File: src/rtl/frac_div_ctrl.sv
// rtl/frac_div_ctrl.sv - pulse-swallow controller for a fractional-N feedback divider
module frac_div_ctrl #(
    parameter int CNT_W  = 8,
    parameter int FRAC_W = 16
) (
    input  logic              clk,
    input  logic              rst,
    input  logic              en,
    input  logic              cfg_valid,
    output logic              cfg_ready,
    input  logic [CNT_W-1:0]  cfg_p_cnt,
    input  logic [CNT_W-1:0]  cfg_s_cnt,
    input  logic [FRAC_W-1:0] cfg_frac,
    output logic              mod_ctrl,
    output logic              div_out,
    output logic              frac_carry,
    output logic              running
);

    typedef enum logic {S_IDLE = 1'b0, S_RUN = 1'b1} state_t;

    localparam logic [CNT_W-1:0] ONE = CNT_W'(1);
    localparam logic [CNT_W-1:0] TWO = CNT_W'(2);

    state_t state_q, state_d;

    logic [CNT_W-1:0]  cnt_q, cnt_d;
    logic [CNT_W-1:0]  p_act_q, p_act_d, s_act_q, s_act_d;
    logic [CNT_W-1:0]  pend_p_q, pend_p_d, pend_s_q, pend_s_d;
    logic [FRAC_W-1:0] frac_act_q, frac_act_d, pend_f_q, pend_f_d;
    logic [FRAC_W-1:0] acc_q, acc_d;
    logic              carry_q, carry_d;
    logic              pend_q, pend_d;
    logic              ready_q, ready_d;

    logic              is_run, boundary, xfer, load;
    logic [CNT_W-1:0]  p_last, p_clamp, s_clamp;
    logic [CNT_W:0]    s_sum, s_eff;
    logic [FRAC_W:0]   acc_sum;

    assign is_run   = (state_q == S_RUN);
    assign p_last   = p_act_q - ONE;
    assign boundary = is_run && (cnt_q == p_last);
    assign xfer     = cfg_valid && ready_q;
    // Pending config lands only between periods so no runt period reaches the PFD.
    assign load     = pend_q && (!is_run || boundary);

    assign p_clamp  = (pend_p_q < TWO) ? TWO : pend_p_q;
    assign s_clamp  = (pend_s_q > p_clamp) ? p_clamp : pend_s_q;
    assign acc_sum  = {1'b0, acc_q} + {1'b0, frac_act_q};
    assign s_sum    = {1'b0, s_act_q} + {{CNT_W{1'b0}}, carry_q};
    assign s_eff    = (s_sum > {1'b0, p_act_q}) ? {1'b0, p_act_q} : s_sum;

    always_ff @(posedge clk) begin
        if (!rst) begin
            state_q <= S_IDLE;
        end else begin
            state_q <= state_d;
        end
    end

    always_comb begin
        state_d = state_q;
        case (state_q)
            S_IDLE:  if (en && (p_act_q >= TWO)) state_d = S_RUN;
            S_RUN:   if (!en) state_d = S_IDLE;
            default: state_d = S_IDLE;
        endcase
    end

    always_comb begin
        running    = is_run;
        div_out    = boundary;
        mod_ctrl   = is_run && ({1'b0, cnt_q} < s_eff);
        frac_carry = carry_q;
        cfg_ready  = ready_q;
    end

    always_comb begin
        cnt_d      = cnt_q;
        acc_d      = acc_q;
        carry_d    = carry_q;
        p_act_d    = p_act_q;
        s_act_d    = s_act_q;
        frac_act_d = frac_act_q;
        pend_p_d   = pend_p_q;
        pend_s_d   = pend_s_q;
        pend_f_d   = pend_f_q;
        pend_d     = pend_q;

        if (load) begin
            p_act_d    = p_clamp;
            s_act_d    = s_clamp;
            frac_act_d = pend_f_q;
            pend_d     = 1'b0;
        end
        if (xfer) begin
            pend_p_d = cfg_p_cnt;
            pend_s_d = cfg_s_cnt;
            pend_f_d = cfg_frac;
            pend_d   = 1'b1;
        end

        // The carry from this boundary uses the frac of the period that is ending.
        if (is_run && !en) begin
            cnt_d   = '0;
            acc_d   = '0;
            carry_d = 1'b0;
        end else if (boundary) begin
            cnt_d            = '0;
            {carry_d, acc_d} = acc_sum;
        end else if (is_run) begin
            cnt_d = cnt_q + ONE;
        end

        ready_d = !pend_d;
    end

    always_ff @(posedge clk) begin
        if (!rst) begin
            cnt_q      <= '0;
            acc_q      <= '0;
            carry_q    <= 1'b0;
            p_act_q    <= '0;
            s_act_q    <= '0;
            frac_act_q <= '0;
            pend_p_q   <= '0;
            pend_s_q   <= '0;
            pend_f_q   <= '0;
            pend_q     <= 1'b0;
            ready_q    <= 1'b0;
        end else begin
            cnt_q      <= cnt_d;
            acc_q      <= acc_d;
            carry_q    <= carry_d;
            p_act_q    <= p_act_d;
            s_act_q    <= s_act_d;
            frac_act_q <= frac_act_d;
            pend_p_q   <= pend_p_d;
            pend_s_q   <= pend_s_d;
            pend_f_q   <= pend_f_d;
            pend_q     <= pend_d;
            ready_q    <= ready_d;
        end
    end

endmodule

File: config.mk
export PLATFORM = sky130hd
export DESIGN_NAME = frac_div_ctrl
export DESIGN_NICKNAME = d
export VERILOG_FILES = /design/src/rtl/frac_div_ctrl.sv
export SDC_FILE = /design/constraint.sdc
export NUM_CORES = 1
export LEC_CHECK = 0
export ABC_AREA = 1
export CORE_MARGIN = 4
export CORE_UTILIZATION = 45
export CTS_BUF_LIST = sky130_fd_sc_hd__clkbuf_8
export DETAILED_ROUTE_END_ITERATION = 16
export GPL_ROUTABILITY_DRIVEN = 0
export PLACE_DENSITY = 0.66
export SETUP_SLACK_MARGIN = 0.05
export SLEW_MARGIN = 30
export SYNTH_ARGS = -nofsm -noshare
export SYNTH_HDL_FRONTEND = slang
export SYNTH_SLANG_ARGS = --single-unit
File: constraint.sdc
create_clock -name clk -period 5.3 [get_ports clk]
set_input_delay 0.795 -clock clk [delete_from_list [all_inputs] [get_ports clk]]
set_output_delay 0.795 -clock clk [all_outputs]
set_load 0.02 [all_outputs]
# Yosys cells after proc, flatten, opt, wreduce, memory -nomap -nowiden
# Index checks and enable logic that the tools add are counted.
classes:
  n_addsub: 4
  n_lt_le_gt_ge: 5
  eq_ne: 1
  muxes: 8
  n_bitwise: 2
  reduce_logical: 12
ops:
  columns: ["cell", "n"]
  rows:
  - ["adder 16 x 16 -> 17 bit", 1]
  - ["2-to-1 mux 8 bit", 2]
  - ["adder 8 x 1 -> 9 bit", 1]
  - ["> comparator 9 x 8 -> 1 bit", 1]
  - ["less-than comparator 8 x 9 -> 1 bit", 1]
  - ["2-to-1 mux 9 bit", 1]
  - ["adder 8 x 1 -> 8 bit, second input constant", 1]
  - ["== test 8 bit", 1]
  - ["greater-or-equal comparator 8 x 2 -> 1 bit, second input constant", 1]
  - ["> comparator 8 bit", 1]
  - ["less-than comparator 8 x 2 -> 1 bit, second input constant", 1]
  - ["subtractor 8 x 1 -> 8 bit, second input constant", 1]
  - ["logical AND 1 bit", 6]
  - ["2-to-1 mux 1 bit", 4]
  - ["logical NOT 1 bit", 3]
  - ["OR reduction 3 bit", 1]
  - ["NOT 1 bit", 2]
  - ["one-hot mux 1 bit (2 select lines)", 1]
  - ["OR reduction 2 bit", 1]
  - ["logical OR 1 bit", 1]
totals:
  reg_bits: 92
  in_bits: 36
  elab_cells: 44

# Depth between registers and ports, before layout
logic_depth:
  depth_word: 8
  mapped_depth: 22
  ltp_nobuf: 22

# Worst setup path after synthesis
# No wires, ideal clock.
synth_timing:
  kind: "reg2out"
  start: "register carry_q (netlist: frac_carry)"
  end: "output port mod_ctrl"
  t_arrival_ps: 3387
  required_ps: 4505
  setup_slack_ps: 1118
  path_stages_with_launch: 20
  n_path_buf: 1
  cell_sequence: "dfxtp_1 -> ha_1 -> ha_1 -> nand2_1 -> nor3_1 -> xor2_1 -> inv_1 -> ha_1 -> a21o_1 -> nand3_1 -> nand2_1 -> nor2_1 -> nand2_1 -> nand2_1 -> buf_2 -> o21ai_0 -> ha_1 -> a211oi_1 -> o211ai_1 -> a21oi_1"
synth_between:
  elab_chain_cells: 5
synth_lines:
  columns: ["element", "line", "rtl"]
  rows:
  - ["start, declared", "32", "logic carry_q, carry_d;"]
  - ["start signal, assigned", "135", "carry_q <= carry_d;"]
  - ["adder 8 x 1 -> 9 bit (*)", "51", "assign s_sum = {1'b0, s_act_q} + {{CNT_W{1'b0}}, carry_q};"]
  - ["> comparator 9 x 8 -> 1 bit", "52", "assign s_eff = (s_sum > {1'b0, p_act_q}) ? {1'b0, p_act_q} : s_sum;"]
  - ["2-to-1 mux 9 bit (*)", "52", null]
  - ["less-than comparator 8 x 9 -> 1 bit (*)", "74", "mod_ctrl = is_run && ({1'b0, cnt_q} < s_eff);"]
  - ["logical AND 1 bit (*)", "74", null]
  - ["end, declared", "14", "output logic mod_ctrl,"]
# Mark *: on every way between the ends. The rest lies on a longest branch, timed or not.

# Worst setup path after layout
# Ends and elaborated chain as after synthesis.

==> results.py <==
metrics = {
    "layout": {
        "final_util": 0.525,
        "regArea_um2": 1840,
        "syn_to_final_growth_pct": 11.9,
        "multi_input_area_um2": 3200,
        "layout.nets": 902,
        "antenna_cells_inserted": 0,
        "fillers": 1100,
        "drive_gt1_frac": 0.0364,
    },
    "grt": {
        "grt_pass1_vias": 4678,
        "antenna_found_initial": 0,
        "grt_max_degree": 66,
        "grt_pass1_wl_mm": 21.1,
        "grt-ovfl-total": 0,
        "track_usage": 0.179,
    },
    "synth": {
        "synth_nets": 878,
        "synthCells": 796,
        "async_flop_share": 0,
        "yosys_warnings": 0,
        "syn_area_um2": 5450,
        "ys_ff_latch": 92,
        "synth_ff_type": "dfxtp_1",
        "seq_area_frac_synth": 0.338,
        "syn_avg_cell_area_um2": 6.84,
        "synth-edff-count": 0,
        "yosysUniqueCellTypes": 33,
    },
    "timing": {
        "period_share": 0.893,
        "clock.fmax_ghz": 0.211,
        "drv_slew": 0,
        "worst_pin_slew_ns": 0.727,
        "setup_tns_ns": 0,
        "period_needed_ns": 4.74,
        "final_hold_viol_count": 0,
        "slew_headroom": 0.515,
        "fin_skew_ns": 0.00458,
        "rsz0062_at_grt": "no",
        "setup_violations": 0,
    },
    "min_path": {
        "hold_path.class": "reg2reg",
        "whs_endpoint": "pend_f_q[4]",
        "hold_depth": 2,
        "hold_path_startpoint": "pend_f_q[4]",
    },
    "setup_path": {
        "cp-startpoint": "frac_carry",
        "crit_slowest_cell": "dfxtp_1",
        "r2r_cells": 14,
        "critPathMostFrequentCell": "ha_1",
        "crit_path_end_kind": "output pin",
        "reg2reg_to": "s_act_q[5]",
        "path_max_fanout": 15,
        "cp.arrival_ns": 3.94,
        "required_ns": 4.51,
        "crit_path_start_kind": "register",
        "worstSetupPathType": "reg2out",
        "r2r_slack_ns": 2.67,
        "cpPeakStageDelay_ns": 0.39,
        "critical_path.cell_chain": "ha_1 -> ha_1 -> nand2_1 -> nor3_1 -> xor2_1 -> inv_1 -> ha_1 -> a21o_1 -> nand3_1 -> nand2_1 -> nor2_1 -> nand2_1 -> nand2_2 -> nor2_1 -> a21oi_1 -> ha_1 -> a21oi_1 -> o21a_1 -> o211ai_1 -> a21oi_1 -> dlymetal6s2s_1",
        "reg2reg_from": "pend_p_q[3]",
    },
    "routing": {
        "postRouteAntennaNets": 0,
        "via_per_inst": 5.13,
        "wirelength_mm": 12.2,
        "dr_total_vias": 4957,
        "drtIter0Drc": 237,
        "drc": 0,
        "detail_route.wl_per_cell_um": 12.7,
        "first_pass_iters": 5,
    },
    "placement": {
        "io_buffers": 40,
        "dp_hpwl_mm": 9.04,
    },
    "floorplanning": {
        "core-area_um2": 11600,
        "die_area_um2": 13900,
        "ios": 41,
        "die_w_um": 118,
        "rows": 39,
        "initial_utilization": 0.469,
        "die_h_um": 118,
    },
    "pwr": {
        "p_seq_frac": 0.476,
        "irDropWorstVdd_v": 0.000187,
        "cellPowerDensity_nw_per_um2": 260,
        "p_sw_mw": 0.495,
        "total_power_mw": 1.59,
        "leakage_nw": 2.84,
        "pwr-share-clk": 0.306,
        "netSwitchingFraction": 0.312,
        "combPwrFrac": 0.218,
        "intPower_mw": 1.09,
    },
    "clock_tree": {
        "clk_latency_ns": 0.36,
        "cts_tree": "yes",
        "cts_max_path_buffers": 2,
        "path_clk_slew_ns": 0.09,
        "h-tree-depth": 3,
        "cts_buffers": 9,
        "clockRootBuffer": "clkbuf_8",
        "cts_sinks": 92,
    },
    "status": {
        "outcome": "finished, final reports clean",
    },
    "run": {
        "cap_violations": 0,
    },
}
synthesized netlist by cell type, types with 2 or more instances:
| cell | number | area share |
|---|---|---|
| nand2_1 | 161 | 0.11 |
| nor2_1 | 152 | 0.10 |
| dfxtp_1 | 92 | 0.34 |
| a21oi_1 | 76 | 0.070 |
| inv_1 | 64 | 0.044 |
| o21ai_0 | 59 | 0.054 |
| ha_1 | 45 | 0.10 |
| nand3_1 | 39 | 0.036 |
| nand3b_1 | 19 | 0.026 |
| xor2_1 | 15 | 0.024 |
| clkbuf_1 | 13 | 0.0090 |
| buf_2 | 7 | 0.0064 |
| xnor2_1 | 7 | 0.011 |
| buf_1 | 6 | 0.0041 |
| nor3_1 | 6 | 0.0055 |
| nand4_1 | 5 | 0.0057 |
| a21o_1 | 4 | 0.0055 |
| nor2_2 | 3 | 0.0034 |
| buf_4 | 2 | 0.0028 |
| buf_8 | 2 | 0.0055 |
| inv_2 | 2 | 0.0014 |
| nand2_4 | 2 | 0.0041 |
| nor3b_1 | 2 | 0.0028 |
| o211ai_1 | 2 | 0.0028 |
| o21a_1 | 2 | 0.0028 |
| o21ai_1 | 2 | 0.0018 |
sequential cells by signal, summed over array words and instances (netlist names):
| signal | count |
|---|---|
| acc_q | 16 |
| cfg_ready | 1 |
| cnt_q | 8 |
| frac_act_q | 16 |
| frac_carry | 1 |
| p_act_q | 8 |
| pend_f_q | 16 |
| pend_p_q | 8 |
| pend_q | 1 |
| pend_s_q | 8 |
| running | 1 |
| s_act_q | 8 |
per-layer routing:
layer	global-route usage	wire length, um	up-vias
met5	0	0	-
met4	0.0601	178	0
met3	0.0303	616	17
met2	0.280	5320	123
met1	0.249	6130	2177
li1	-	-	2640
worst max-delay path by stage:
stage	endpoint	slack (ns)	depth (start not counted)
final	mod_ctrl	0.56	21
after global routing	mod_ctrl	0.21	21
after CTS	mod_ctrl	0.08	21
after detailed placement	mod_ctrl	0.50	21
after global placement	mod_ctrl	0.72	21
after floorplan	mod_ctrl	1.12	19
worst max-delay path, delay by kind of cell, from the launching register on:
kind / cells / cell delay (ns)
flip-flops: 1 / 0.39
AND/OR/NAND/NOR: 8 / 0.94
XOR/XNOR: 1 / 0.22
AO/OA/AOI/OAI: 6 / 0.82
adder cells (fa/ha/maj): 4 / 0.91
buffers and inverters: 2 / 0.31
cell usage in the layout, fill, tap and decap left out, drive strengths merged, types with 2 or more instances in the layout:
master,instances
ha,45
a21oi,76
o21ai,61
nor2,155
clkdlybuf4s50,38
xor2,15
clkinvlp,2
nand3,40
nand3b,19
nor3,6
o211ai,2
o21a,2
dfxtp,92
buf,5
inv,66
nand4,6
clkinv,2
nand2,163
a21o,4
nor3b,2
xnor2,7
clkbuf,10
cells by family after synthesis:
group                    share of synthesized area
XOR/XNOR                                    0.0354
AO/OA/AOI/OAI                                0.139
buffers and inverters                       0.0753
flip-flops                                   0.338
AND/OR/NAND/NOR                              0.305
adder cells (fa/ha/maj)                      0.107
through the flow:
stage | setup WS [ns] | hold slack [ns] | cells | cell area, um^2
floorplan | 1.12 | 0.430 | 796 | 5450
global placement | 0.716 | 0.447 | 952 | 5890
detailed placement | 0.504 | 0.457 | 952 | 5890
CTS | 0.0784 | 0.489 | 967 | 6090
global route | 0.213 | 0.509 | 967 | 6100
finish | 0.565 | 0.486 | 967 | 6100
power by group through the flow:
stage | logic [mW] | clock network, mW | registers [mW]
2_1_floorplan | 0.266 | 0 | 0.760
3_3_place_gp | 0.327 | 0 | 0.770
3_5_place_dp | 0.342 | 0 | 0.771
4_1_cts | 0.344 | 0.499 | 0.755
5_1_grt | 0.400 | 0.521 | 0.761
6_report | 0.346 | 0.485 | 0.755
area by class of cell:
cell class              count  share of cell area
flip-flops and latches     92               0.302
inverters                  66              0.0406
repair buffers             44              0.0706
well taps                 143              0.0294
clock buffers              10              0.0226
clock inverters             5              0.0103
multi-input cells         607               0.524
timing repair:
action,4_1_cts,5_1_grt
buffers inserted,0,0
hold buffers,0,0
setup endpoints to repair,0,1
gates resized for setup,0,2
Note: power is estimated with default switching activity, not from simulation.
